[config.mk]
export PLATFORM = sky130hd
export DESIGN_NAME = alu_64
export DESIGN_NICKNAME = d
export VERILOG_FILES = /design/src/rtl/alu_64.sv
export SDC_FILE = /design/constraint.sdc
export NUM_CORES = 1
export LEC_CHECK = 0
export CORE_MARGIN = 1.5
export CORE_UTILIZATION = 53
export CTS_BUF_LIST = sky130_fd_sc_hd__clkbuf_8
export CTS_CLUSTER_SIZE = 14
export DETAILED_ROUTE_END_ITERATION = 10
export GPL_TIMING_DRIVEN = 0
export HOLD_SLACK_MARGIN = 0.06
export PLACE_DENSITY = 0.84
export SLEW_MARGIN = 20
export SYNTH_ARGS = -nofsm -noshare
export SYNTH_HDL_FRONTEND = slang
export SYNTH_SLANG_ARGS = --single-unit
[constraint.sdc]
create_clock -name clk -period 3.4 [get_ports clk]
set_clock_uncertainty 0.05 [all_clocks]
set_input_delay 1.02 -clock clk [delete_from_list [all_inputs] [get_ports clk]]
set_output_delay 1.02 -clock clk [all_outputs]
set_load 0.02 [all_outputs]
[src/rtl/alu_64.sv]
// 64-bit registered ALU: pass-B, add, subtract, AND, OR and XOR.
// The adder is a ripple chain of full adders. A 5:1 mux on each bit picks
// the result. Every output, including the N/Z/V/C flags, is registered.
// An active-high asynchronous reset clears the registers.

// One-bit full adder, the cell of the ripple-carry chain.
module fa (
    input  logic a,
    input  logic b,
    input  logic cin,
    output logic sum,
    output logic cout
);

    logic p;

    assign p    = a ^ b;
    assign sum  = p ^ cin;
    assign cout = (a & b) | (cin & p);

endmodule

// Per-bit 5:1 result mux.
// Index 0 = B, 1 = add, 2 = and, 3 = or, 4 = xor.
// Select codes 5..7 drive 0, which gives the reserved opcodes their zero
// result.
module mux5_1 (
    input  logic [4:0] d,
    input  logic [2:0] sel,
    output logic       y
);

    // AND-OR selection with a one-hot decode of sel
    always_comb begin
        y = (d[0] & (sel == 3'd0)) |
            (d[1] & (sel == 3'd1)) |
            (d[2] & (sel == 3'd2)) |
            (d[3] & (sel == 3'd3)) |
            (d[4] & (sel == 3'd4));
    end

endmodule

module alu_64 #(
    // Gate propagation delay in ps, used for back-annotated timing runs.
    // It has no functional effect in this RTL.
    parameter int DELAY = 0
) (
    input  logic        clk,
    input  logic        reset,
    input  logic [63:0] A,
    input  logic [63:0] B,
    input  logic [2:0]  cntrl,
    output logic [63:0] result,
    output logic        negative,
    output logic        zero,
    output logic        overflow,
    output logic        carry_out
);

    // Datapath width. The DELAY term is always zero; it only keeps the
    // timing-annotation parameter attached to the design.
    localparam int N = 64 + 0 * DELAY;

    logic [63:0] b_op;
    logic [63:0] sum;
    logic [63:0] carry;
    logic [63:0] and_v;
    logic [63:0] or_v;
    logic [63:0] xor_v;
    logic [63:0] res_next;
    logic [2:0]  mux_sel;
    logic        zero_next;
    logic        ovf_next;
    logic        cout_next;

    // Balanced OR-reduction tree levels for the zero flag
    logic [31:0] or_l1;
    logic [15:0] or_l2;
    logic [7:0]  or_l3;
    logic [3:0]  or_l4;
    logic [1:0]  or_l5;
    logic        or_l6;

    // Subtract is A + ~B + 1. Bit 0 of cntrl both inverts B and supplies
    // the carry-in.
    assign b_op  = B ^ {64{cntrl[0]}};
    assign and_v = A & B;
    assign or_v  = A | B;
    assign xor_v = A ^ B;

    // Ripple-carry adder chain
    for (genvar i = 0; i < N; i++) begin : g_add
        if (i == 0) begin : g_lsb
            fa u_fa (
                .a    (A[i]),
                .b    (b_op[i]),
                .cin  (cntrl[0]),
                .sum  (sum[i]),
                .cout (carry[i])
            );
        end else begin : g_bit
            fa u_fa (
                .a    (A[i]),
                .b    (b_op[i]),
                .cin  (carry[i-1]),
                .sum  (sum[i]),
                .cout (carry[i])
            );
        end
    end

    // Map the opcode to a mux index. Reserved opcodes select an empty slot.
    always_comb begin
        case (cntrl)
            3'b000:         mux_sel = 3'd0;
            3'b010, 3'b011: mux_sel = 3'd1;
            3'b100:         mux_sel = 3'd2;
            3'b101:         mux_sel = 3'd3;
            3'b110:         mux_sel = 3'd4;
            default:        mux_sel = 3'd7;
        endcase
    end

    // Per-bit result selection
    for (genvar i = 0; i < N; i++) begin : g_mux
        mux5_1 u_mux (
            .d   ({xor_v[i], or_v[i], and_v[i], sum[i], B[i]}),
            .sel (mux_sel),
            .y   (res_next[i])
        );
    end

    // Zero detect: six OR levels, then a final NOR
    for (genvar i = 0; i < 32; i++) begin : g_or1
        assign or_l1[i] = res_next[2*i] | res_next[2*i+1];
    end
    for (genvar i = 0; i < 16; i++) begin : g_or2
        assign or_l2[i] = or_l1[2*i] | or_l1[2*i+1];
    end
    for (genvar i = 0; i < 8; i++) begin : g_or3
        assign or_l3[i] = or_l2[2*i] | or_l2[2*i+1];
    end
    for (genvar i = 0; i < 4; i++) begin : g_or4
        assign or_l4[i] = or_l3[2*i] | or_l3[2*i+1];
    end
    for (genvar i = 0; i < 2; i++) begin : g_or5
        assign or_l5[i] = or_l4[2*i] | or_l4[2*i+1];
    end
    assign or_l6     = or_l5[0] | or_l5[1];
    assign zero_next = ~or_l6;

    // The adder flags are produced for every opcode. They are only
    // meaningful when cntrl selects add or subtract.
    assign cout_next = carry[63];
    assign ovf_next  = carry[63] ^ carry[62];

    // Output registers with asynchronous reset
    always_ff @(posedge clk or posedge reset) begin
        if (reset) begin
            result    <= 64'd0;
            negative  <= 1'b0;
            zero      <= 1'b1;
            overflow  <= 1'b0;
            carry_out <= 1'b0;
        end else begin
            result    <= res_next;
            negative  <= res_next[63];
            zero      <= zero_next;
            overflow  <= ovf_next;
            carry_out <= cout_next;
        end
    end

endmodule

# Word level (Yosys, flattened, before mapping)
# Cells that the tools add are included.
# op_classes
n_eq_ne	9
muxes	1
bitwise	965
reduce_logical	3
# op_table
op	count
1-bit AND	448
1-bit bitwise OR	383
1-bit XOR	129
64-bit XOR	2
64-bit AND	1
64-bit bitwise OR	1
3-bit case mux with 5 select lines	1
3-bit by 2-bit equality test with 1-bit output, second input constant	4
3-bit equality test, second input constant	4
3-bit zero test	2
3-bit by 1-bit equality test with 1-bit output, second input constant	1
2-bit OR reduction	1
1-bit inverter	1
# word_totals
register_bits	68
in_bits	133
out_inout_bits	68
wordCells	983

# Depth between registers and ports, before layout
# logic_depth
word_depth	141
depth_mapped	78
depth_no_buf	73

# Cells and area by module
# A second synthesis with hierarchy kept.
# unflattened
cells_unflattened	938
area_unflattened_um2	9550.4
# by_module_without_submodules
mod	n_inst	cells_each	area_per_inst_um2	seq_area_each_um2
alu_64	1	490	4825.9	1677.9
mux5_1	64	6	53.8	0.0
fa	64	1	20.0	0.0

# Worst setup path before layout
# Ideal clock, no wire load.
# synth_path
path_type	input port to flip-flop
from	input cntrl[0]
to	register zero
setup_time_ps	63
arrival_ps	29146
required_time_ps	3287
slack_ps	-25859
path_stages	78
path_buffers	6
path_cell_list	buf_2 > buf_2 > buf_2 > clkbuf_1 > buf_2 > buf_2 > xor2_1 > fa_1 > fa_1 > fa_1 > fa_1 > fa_1 > fa_1 > inv_1 > fa_1 > fa_1 > inv_1 > fa_1 > [42 not listed] > fa_1 > fa_1 > fa_1 > fa_1 > fa_1 > fa_1 > fa_1 > fa_1 > fa_1 > fa_1 > fa_1 > fa_1 > nand2_1 > o31ai_1 > o21a_1 > or4bb_1 > nor4_1 > and4_1
# synth_between
elab_chain_len	141
word_cells_on_any_way	971
classes_between	eq/ne: 9; mux: 1; bitwise: 958; reduce/logical: 3
# synth_lines
item	line_no	source
start: declaration	53	input logic [2:0] cntrl,
64-bit XOR	87	assign b_op = B ^ {64{cntrl[0]}};
1-bit XOR	17	assign p = a ^ b;
1-bit AND	19	assign cout = (a & b) | (cin & p);
1-bit bitwise OR	19	
1-bit AND	19	
1-bit bitwise OR	19	
1-bit AND	19	
1-bit bitwise OR	19	
[126 not listed]	-	
named net g_mux[63].u_mux.y	30	output logic y
1-bit bitwise OR *	136	assign or_l1[i] = res_next[2*i] | res_next[2*i+1];
1-bit bitwise OR *	139	assign or_l2[i] = or_l1[2*i] | or_l1[2*i+1];
1-bit bitwise OR *	142	assign or_l3[i] = or_l2[2*i] | or_l2[2*i+1];
1-bit bitwise OR *	145	assign or_l4[i] = or_l3[2*i] | or_l3[2*i+1];
1-bit bitwise OR *	148	assign or_l5[i] = or_l4[2*i] | or_l4[2*i+1];
1-bit bitwise OR *	150	assign or_l6 = or_l5[0] | or_l5[1];
1-bit inverter *	151	assign zero_next = ~or_l6;
named net zero_next	73	logic zero_next;
end signal: assignment	169	zero <= zero_next;
end: declaration	56	output logic zero,
# Mark *: on every way through the listed nets, which the timed path passes. The rest lies on a longest branch.

# Worst setup path in the final report
# Same ends and word-level chain as after synthesis.

==> impl_metrics.tcl <==
set metrics [dict create \
    status "complete, but fails checks" \
    violations "negative setup slack" \
    fin_ws_ps -23390 \
    synth-seq-cells 67 \
    drt-pass1-iter-count 5 \
    clkSlewWorstSetupHoldPaths_ps 80 \
    vias 8189 \
    synth_nets 1225 \
    grt_use_total_pct 36.6 \
    cp-start-kind "input pin" \
    yosysWarnings 0 \
    layout_commonest_cell "clkdlybuf4s50_1" \
    drive_gt1_share_pct 16.4 \
    nets 1448 \
    fp.dieH_um 130 \
    grt_first_pass_wirelength_um 45700 \
    critPathKind "input pin to register" \
    worstPathMaxFanout 4 \
    routedWlPerCell_um 22.5 \
    fill_cells 1123 \
    synth_area_leaders "dfrtp_1 19%, ha_1 19%, fa_1 15%, xor2_1 6.3%, inv_1 5.8%" \
    arrival_ps 27060 \
    fin_crit_sh_pct 788 \
    endpoint_kind "register" \
    rsz0062_at_grt "yes" \
    maxCapViolCount 0 \
    layout_common_cells "195 x clkdlybuf4s50_1, 134 x inv_1, 128 x ha_1, 66 x dfrtp_1, 63 x fa_2" \
    max-slew-margin-rel_pct 31.1 \
    cts_buffers 9 \
    setup_viol 62 \
    initial_core_util_pct 54.2 \
    clk_path_buf_depth 2 \
    die_x_um 130 \
    tightest_slew_ps 1030 \
    drc 0 \
    cpPeakStageDelay_ps 510 \
    ys.flop_type "dfrtp_1" \
    antenna_found_initial 0 \
    synth_edf_count 0 \
    design.die.area_um2 17000 \
    use_met2_pct 58.5 \
    syn_inst 901 \
    dp_hpwl_um 22500 \
    seqCellArea_um2 1680 \
    cts_tree "yes" \
    seq_area_frac_synth_pct 19.6 \
    grt_max_degree 49 \
    core_area_um2 15800 \
    synth_area_um2 8580 \
    synth-async-reset-ratio_pct 100 \
    crit_slowest_cell "or4bb_1" \
    place_inst 1316 \
    max-vdd-ir-drop_mv 0.230 \
    min_path_type "input pin to async pin" \
    place_ws_ps -25080 \
    path_buf_inv 6 \
    grt_overflow 0 \
    cp_common_cell "fa_2" \
    hold_viol 0 \
    leakage_nw 5.36 \
    fmax_mhz 37.3 \
    required_ps 3680 \
    use_met1_pct 46.7 \
    cp_top_family "adder cells" \
    layout.cells.non_filler 1345 \
    synth_area_leader_cell "dfrtp_1" \
    area_delta_synth_final_pct 36.4 \
    vias_per_cell 6.09 \
    multi_input_area_um2 6540 \
    syn-mean-instance-area_um2 9.52 \
    htreeDepth 3 \
    drtIter0Drc 901 \
    place_congestion 0.984 \
    cts-root-buf "clkbuf_8" \
    antenna_cells 0 \
    grt_pass1_vias 8195 \
    rows 46 \
    synth_top_area_share_pct 19.2 \
    p_per_area_nw_per_um2 307 \
    wl_um 30300 \
    cts_hold_buf 0 \
    ys_types 50 \
    ant_nets 0 \
    slew_viol_final 0 \
    port_buffers 198 \
    period_minus_slack_ps 26790 \
    clock-sinks 67 \
    io_pins 201 \
    use_met3_pct 7.13 \
    grt-busiest-layer "met2" \
]
## state kept, by name, indices dropped and copies added, names as in the netlist
signal and flops:
carry_out 1, negative 1, overflow 1, result 63, zero 1
## per-stage QoR
step | hold slack (ps) | util (%) | setup TNS [ps] | instance area (um^2) | total power [W]
5_1_grt | 916 | 74.0 | -742500 | 11700 | 0.00378
3_3_place_gp | 1460 | 70.0 | -868960 | 11100 | 0.00272
4_1_cts | 893 | 73.3 | -740390 | 11600 | 0.00353
2_1_floorplan | 1160 | - | -734530 | 8820 | 0.00196
6_report | 893 | 74.0 | -736160 | 11700 | 0.00359
3_5_place_dp | 1300 | 70.1 | -831870 | 11100 | 0.00278
## cells by family (layout without fill, tap and decap cells)
kind of cell	count (synthesis)	in the layout	share of synthesized area [%]
adder cells (fa/ha/maj)	191	191	33.4
multiplexers	26	26	3.09
AND/OR/NAND/NOR	163	163	10.6
flip-flops	67	67	19.6
AO/OA/AOI/OAI	192	192	17.4
XOR/XNOR	65	65	6.63
buffers and inverters	197	425	9.39
## layer usage
metal	wire, um	vias up
li1	-	3517
met1	11100	3968
met2	14000	575
met3	3430	129
met4	1650	0
met5	0	-
## timing repair
item,in CTS,in global routing
cloned,0,0
endpoints found under the setup margin,65,63
setup buffers,9,6
pin swaps,82,17
gates resized for setup,53,21
## path summary, 6_finish.rpt
path / start / endpoint / slack (ps) / depth (start not counted)
min in group clk: cntrl[0] / result[12] / 1170 / 5
min: reset / result[12] / 890 / 2
max in group asynchronous: reset / zero / 1830 / 3
max: cntrl[0] / zero / -23390 / 76
## report_power, final
group          internal, W  leakage [nW]  switching (W)  total [W]
clock             0.000347         0.111       0.000337   0.000684
combinational     0.000915          4.43        0.00105    0.00196
sequential        0.000912         0.819      0.0000336   0.000946
## cell type report
cell class                      instances  area share [%]
Timing Repair Buffer                  214            18.2
Tap cell                              216            2.31
Multi-Input combinational cell        637            55.8
Buffer                                 61            3.29
Sequential cell                        67            14.3
Clock inverter                          6           0.428
Inverter                              134            4.42
Clock buffer                           10            1.18
## cells in the mapped netlist (all sizes together) (3+ instances only)
| cell type | n |
|---|---|
| inv | 134 |
| ha | 128 |
| dfrtp | 66 |
| fa | 63 |
| xor2 | 62 |
| nand2b | 56 |
| buf | 45 |
| nand2 | 33 |
| a21oi | 31 |
| a22o | 30 |
| a221o | 29 |
| nor2 | 24 |
| mux2i | 22 |
| o21ai | 19 |
| clkbuf | 18 |
| o311ai | 18 |
| a22oi | 17 |
| o221ai | 16 |
| and2 | 15 |
| a211oi | 13 |
| nor4 | 7 |
| nor3 | 6 |
| o31a | 6 |
| o311a | 5 |
| mux2 | 4 |
| nor2b | 3 |
| o211ai | 3 |
| or4 | 3 |
| or4b | 3 |
| xnor2 | 3 |
No activity file was read; power rests on OpenSTA's default activity.
